===== src/rtl/bcd_seg_scanner.sv =====
// Multiplexed seven-segment driver for DIGITS packed BCD digits: double-buffered
// capture, leading-zero blanking, dash for codes 10..15, fully registered pin outputs.
module bcd_seg_scanner #(
  parameter int DIGITS         = 4,
  parameter int SCAN_DIV       = 100000,
  parameter bit SEG_ACTIVE_LOW = 1'b1,
  parameter bit AN_ACTIVE_LOW  = 1'b1
) (
  input  logic                      clk,
  input  logic                      rst,
  input  logic [4*DIGITS-1:0]       bcd_in,
  input  logic [DIGITS-1:0]         dp_in,
  input  logic                      load,
  input  logic                      blank_lz,
  output logic [6:0]                seg,
  output logic                      dp,
  output logic [DIGITS-1:0]         an,
  output logic [$clog2(DIGITS)-1:0] digit_idx
);

  localparam int IW = $clog2(DIGITS);
  localparam int CW = (SCAN_DIV > 1) ? $clog2(SCAN_DIV) : 1;

  localparam logic [6:0]        SEG_OFF = SEG_ACTIVE_LOW ? 7'h7F : 7'h00;
  localparam logic              DP_OFF  = SEG_ACTIVE_LOW;
  localparam logic [DIGITS-1:0] AN_OFF  = AN_ACTIVE_LOW ? '1 : '0;

  logic [3:0]        shadow_bcd [DIGITS];
  logic [DIGITS-1:0] shadow_dp;
  logic [CW-1:0]     cnt;
  logic [IW-1:0]     idx;
  logic              tick;

  logic [DIGITS-1:0] blank_vec;
  logic              zero_above;
  logic [DIGITS-1:0] an_onehot;
  logic [6:0]        glyph;
  logic [6:0]        seg_nxt;
  logic              dp_nxt;
  logic [DIGITS-1:0] an_nxt;

  // Active-high segment pattern {g,f,e,d,c,b,a}; anything above 9 shows a dash.
  function automatic logic [6:0] decode(input logic [3:0] code);
    case (code)
      4'd0:    decode = 7'h3F;
      4'd1:    decode = 7'h06;
      4'd2:    decode = 7'h5B;
      4'd3:    decode = 7'h4F;
      4'd4:    decode = 7'h66;
      4'd5:    decode = 7'h6D;
      4'd6:    decode = 7'h7D;
      4'd7:    decode = 7'h07;
      4'd8:    decode = 7'h7F;
      4'd9:    decode = 7'h6F;
      default: decode = 7'h40;
    endcase
  endfunction

  assign tick = (cnt == CW'(SCAN_DIV - 1));

  always_comb begin
    // NOTE: every variable gets a default before any conditional write, so no latch is inferred.
    blank_vec  = '0;
    zero_above = 1'b1;
    // A digit is dark only when it and every more significant digit are zero.
    for (int i = DIGITS - 1; i >= 1; i--) begin
      zero_above   = zero_above & (shadow_bcd[i] == 4'd0);
      blank_vec[i] = blank_lz & zero_above;
    end

    glyph     = decode(shadow_bcd[idx]);
    an_onehot = DIGITS'(1) << idx;
    seg_nxt   = SEG_ACTIVE_LOW ? ~glyph : glyph;
    dp_nxt    = SEG_ACTIVE_LOW ? ~shadow_dp[idx] : shadow_dp[idx];
    an_nxt    = AN_ACTIVE_LOW ? ~an_onehot : an_onehot;

    if (blank_vec[idx]) begin
      seg_nxt = SEG_OFF;
      dp_nxt  = DP_OFF;
      an_nxt  = AN_OFF;
    end
  end

  always_ff @(posedge clk) begin
    if (rst) begin
      cnt       <= '0;
      idx       <= '0;
      shadow_dp <= '0;
      for (int i = 0; i < DIGITS; i++) shadow_bcd[i] <= 4'd0;
      seg       <= SEG_OFF;
      dp        <= DP_OFF;
      an        <= AN_OFF;
      digit_idx <= '0;
    end else begin
      // NOTE: non-blocking assignments so every register samples pre-edge values,
      // which is what gives the outputs their single cycle of lag behind idx/shadow.
      cnt <= tick ? '0 : cnt + 1'b1;
      if (tick) idx <= (idx == IW'(DIGITS - 1)) ? '0 : idx + 1'b1;

      if (load) begin
        for (int i = 0; i < DIGITS; i++) shadow_bcd[i] <= bcd_in[4*i +: 4];
        shadow_dp <= dp_in;
      end

      digit_idx <= idx;
      seg       <= seg_nxt;
      dp        <= dp_nxt;
      an        <= an_nxt;
    end
  end

endmodule


===== config.mk =====
export PLATFORM = sky130hd
export DESIGN_NAME = bcd_seg_scanner
export DESIGN_NICKNAME = d
export VERILOG_FILES = /design/src/rtl/bcd_seg_scanner.sv
export SDC_FILE = /design/constraint.sdc
export NUM_CORES = 1
export LEC_CHECK = 0
export ABC_AREA = 1
export BUFFER_PORTS_ARGS = -buffer_cell sky130_fd_sc_hd__buf_4
export CELL_PAD_IN_SITES_DETAIL_PLACEMENT = 1
export CELL_PAD_IN_SITES_GLOBAL_PLACEMENT = 2
export CORE_ASPECT_RATIO = 2
export CORE_MARGIN = 8
export CORE_UTILIZATION = 33
export DETAILED_ROUTE_END_ITERATION = 12
export GPL_TIMING_DRIVEN = 0
export MAX_ROUTING_LAYER = met4
export PLACE_DENSITY_LB_ADDON = 0.1
export SLEW_MARGIN = 20
export SYNTH_ARGS = -nofsm -noshare
export SYNTH_HDL_FRONTEND = slang
export SYNTH_SLANG_ARGS = --single-unit

===== constraint.sdc =====
create_clock -name clk -period 1.9 [get_ports clk]
set_input_delay 0.19 -clock clk [delete_from_list [all_inputs] [get_ports clk]]
set_output_delay 0.19 -clock clk [all_outputs]
set_load 0.02 [all_outputs]

### Word-level counts from Yosys, hierarchy flattened

Memories as Yosys holds them, arrays and structs flattened. A register that Yosys moved wholly into a read port is not among the register bits.
Index checks and enable logic that the tools add are counted.

* output and inout bits: 14
* memories: 2
* memory bits (writable): 16
* register bits after elaboration: 37
* memory bits (read-only): 112
* word-level logic and storage cells: 48

Memories
* (name not given): depth 16, bits a word 7, read ports 1, clocked after Yosys merged registers in 0, write ports 0, line 44 `case (code)`
* shadow_bcd: depth 4, bits a word 4, read ports 4, clocked after Yosys merged registers in 1, write ports 4, line 28 `logic [3:0] shadow_bcd [DIGITS];`

* reductions and logical operators: 5
* order comparisons: 1
* eq/ne operators: 2
* mux-type cells: 16
* bitwise gates (word level): 12
* shift operators: 1
* add/sub/neg operators: 2

Operator list (number)
* $add 17x1->17 const B: 1
* $eq 17x17->1 const B: 1
* $mux 4: 4
* $logic_not 4->1: 3
* $mux 1: 7
* $not 7->7: 1
* $mux 2: 3
* $and 1x1->1: 5
* $bmux 1 s2: 2
* $not 4->4: 1
* $or 1x1->1: 4
* $reduce_or 2->1: 2
* $shl 1x2->4 const A: 1
* $lt 2x3->1 const B: 1
* $add 2x1->2 const B: 1
* $eq 2x2->1 const B: 1
* $not 1->1: 1

### Logic depth before layout (Yosys ltp)

An unclocked memory read counts as a cell.

* depth in word-level cells: 8
* mapped depth: 10

### Worst setup path before layout

No wires, ideal clock.

* kind: register to register
* start: register with a tool-made name
* end: register seg[3]
* arrival time: 1405 ps
* period minus slack after synthesis: 1530 ps
* setup time: 125 ps
* setup slack: 370 ps
* buffers on the path: 1
* cell stages (with the launch flop): 10
* data required time: 1775 ps
* cell sequence: dfxtp_1 -> buf_6 -> inv_4 -> nand2_1 -> a32oi_1 -> inv_1 -> ha_1 -> nand3_1 -> nand3_1 -> nand3_1

RTL lines
* end signal, assigned: line 106 `seg <= seg_nxt;`
* end, declared: line 15 `output logic [6:0] seg,`

==> metrics.cfg <==
[layout]
drive_above_1_share = 0.1622
syn2layout_area_growth_pct = 21.29
diodes = 0
layout.cells.non_filler = 470
fin_nets = 409

[sta]
setup_ws_ns = 0.1724
setup_viol = 0
tns_ns = 0
rsz0062_at_grt = no
hold_violations = 0
holdWs_ns = 0.1054
post-route-period-util = 0.9093
fin_crit_ns = 1.728
slew_viol_final = 0
slew_headroom = 0.6913
finClkSkew_ns = 0.005084
max_freq_mhz = 578.8
tightest_slew_ns = 0.4631

[die]
die_y_um = 140.9
io_pins = 38
die_w_um = 78.45
start_util = 0.3386
coreArea_um2 = 7601
row_count = 45
die_area_um2 = 11050

[global_routing]
grt_util_all_layers = 0.1361
grt_max_degree = 21
antenna_found_initial = 0
first_global_vias = 2349
grt_pass1_wl_um = 11420
gr-total-overflow = 0

[placed_design]
place_ws_ns = 0.02977
port_buffers = 37
gp_congestion = 0.7688
hpwl_um = 5732
place_inst = 462

[route]
wirelength_um = 6973
drt-initial-drc-count = 92
routedWlPerCell_um = 14.84
vias = 2186
route.detailed.drc = 0
via_per_inst = 4.651
postRouteAntennaNets = 0
drt-pass1-iter-count = 4

[job]
cap_viol_max_count = 0

[yosys]
synth_top_family_by_area = simple AND/OR/NAND/NOR gates
synth.avg_cell_area_um2 = 7.776
syn_inst = 331
synthSimpleGateAreaFrac = 0.3155
ys_async_sr_fraction = 0
synth_ff_type = dfxtp_1
synth_xor_area_frac = 0.01702
synth_top_cell_by_area = dfxtp_1
synthTopCellsByArea = dfxtp_1, edfxtp_1, nand2_1
synth_top_area_frac = 0.3034
synth_cell_types = 26
ys_warn_count = 0
synth_top_cells_by_count = nand2_1, nor2_1, inv_1, dfxtp_1, nand3_1
synth-edff-count = 16
synthAdderAreaFrac = 0.04861
synth_compound_area_frac = 0.04424
synth_most_common_cell = nand2_1
seq_area_frac_synth = 0.4900
synth_mux_area_frac = 0
synth.net_count = 365
syn_area_um2 = 2574
yosys_register_bits = 55

[critical_path]
reg2reg_to = seg[3]$_SDFF_PP1_
path_cells = buf_6, inv_4, nand2_1, a32oi_2, inv_1, ha_1, nand3_1, nand3_1, nand3_1
worst-path-buf-inv = 3
cp_slowest_cell = dfxtp_1
max_stage_delay_ns = 0.31
reg2reg_depth = 9
crit_family = simple AND/OR/NAND/NOR gates
worstSetupPathType = reg -> reg
crit_top_cell = nand3_1
path_depth = 9
startpoint_type = register
endpoint = seg[3]$_SDFF_PP1_
cp.arrival_ns = 1.90
end_kind = register
r2r_setup_slack_ns = 0.17
worstPathMaxFanout = 9
critPathRequiredTime_ns = 2.08

[clocking]
cts_buffers = 5
cts-root-buf = clkbuf_16
cts_tree = done
max-clock-path-buffers = 2
cts_hold_buf = 0
clkLatencyLatePin_ns = 0.29
cts.sinks = 55
clk_pin_slew_worst_paths_ns = 0.07
cts_max_level = 2

[power_and_ir_drop]
p_leak_uw = 0.001327
p_total_uw = 2449
power_density_nw_per_um2 = 784.6
vdd_drop_max_mv = 0.4002

[worst_hold_path]
min_path_type = in -> reg

[outcome]
status = completed

## metrics by stage
step / instance area, um2 / utilization
2_1_floorplan: 2574 / -
3_3_place_gp: 2969 / 0.3906
3_5_place_dp: 2969 / 0.3906
4_1_cts: 3114 / 0.4097
5_1_grt: 3122 / 0.4107
6_report: 3122 / 0.4107
## sequential cells by signal, indices dropped and copies added, names as in the netlist, named ones only
register	flops
cnt	17
an	4
digit_idx	2
shadow_dp	4
seg	7
idx	2
dp	1
shadow_bcd	16
## kinds of logic (layout without fill, tap and decap cells)
kind of cell / Yosys count / in the layout
AOI/OAI and AO/OA: 22 / 22
xor gates and xnor gates: 5 / 5
adders and majority gates: 10 / 10
buffers and inverters: 52 / 97
DFF: 55 / 55
and+or+nand+nor: 187 / 187
## power breakdown
group,total (uW),switching (uW),internal [uW]
clock,917,415,502
combinational,243,140,102
sequential,1290,24.1,1270
## how the worst min path moves through the flow
stage / startpoint / endpoint / slack [ns] / depth (start not counted)
after CTS: rst / digit_idx[1]$_SDFF_PP0_ / 0.1 / 2
after floorplan: rst / digit_idx[0]$_SDFF_PP0_ / 0.26 / 1
after global routing: rst / digit_idx[1]$_SDFF_PP0_ / 0.11 / 2
after global placement: rst / digit_idx[1]$_SDFF_PP0_ / 0.41 / 2
final: rst / digit_idx[1]$_SDFF_PP0_ / 0.11 / 2
after detailed placement: rst / digit_idx[1]$_SDFF_PP0_ / 0.41 / 2
## repair_timing
action	4_1_cts	5_1_grt
endpoints found under the setup margin	0	2
buffers inserted	0	0
resized for setup	0	1
## metal layers
metal | global-route usage | part of all wire
met2 | 0.2796 | 0.62
met4 | 0.04425 | 0.014
met1 | 0.1112 | 0.33
met5 | - | 0
met3 | 0.02866 | 0.030
## layout make-up
cell class                      count  area (um2)
Clock inverter                      2       12.51
Timing Repair Buffer               37       277.8
Clock buffer                        6       132.6
Buffer                              4       35.03
Inverter                           48       182.7
Fill cell                         979        4479
Tap cell                           94       117.6
Multi-Input combinational cell    224        1102
Sequential cell                    55        1261
## placed cells by master (no fill, tap or decap), types with 2 or more instances in the layout
cell,netlist,final
clkbuf_16,0,5
o21ai_0,8,8
nand2_1,78,78
or2_0,3,3
nand3_1,32,32
xor2_1,2,2
xnor2_1,3,3
buf_4,1,38
or2_2,2,2
edfxtp_1,16,16
nand4_1,3,3
dfxtp_1,39,39
nor2_2,3,3
inv_1,46,46
nand3_2,3,3
nand3b_1,2,2
nor2_1,58,58
a21oi_1,13,13
ha_1,10,10
buf_6,2,2
Note: power is estimated with default switching activity, not from simulation.
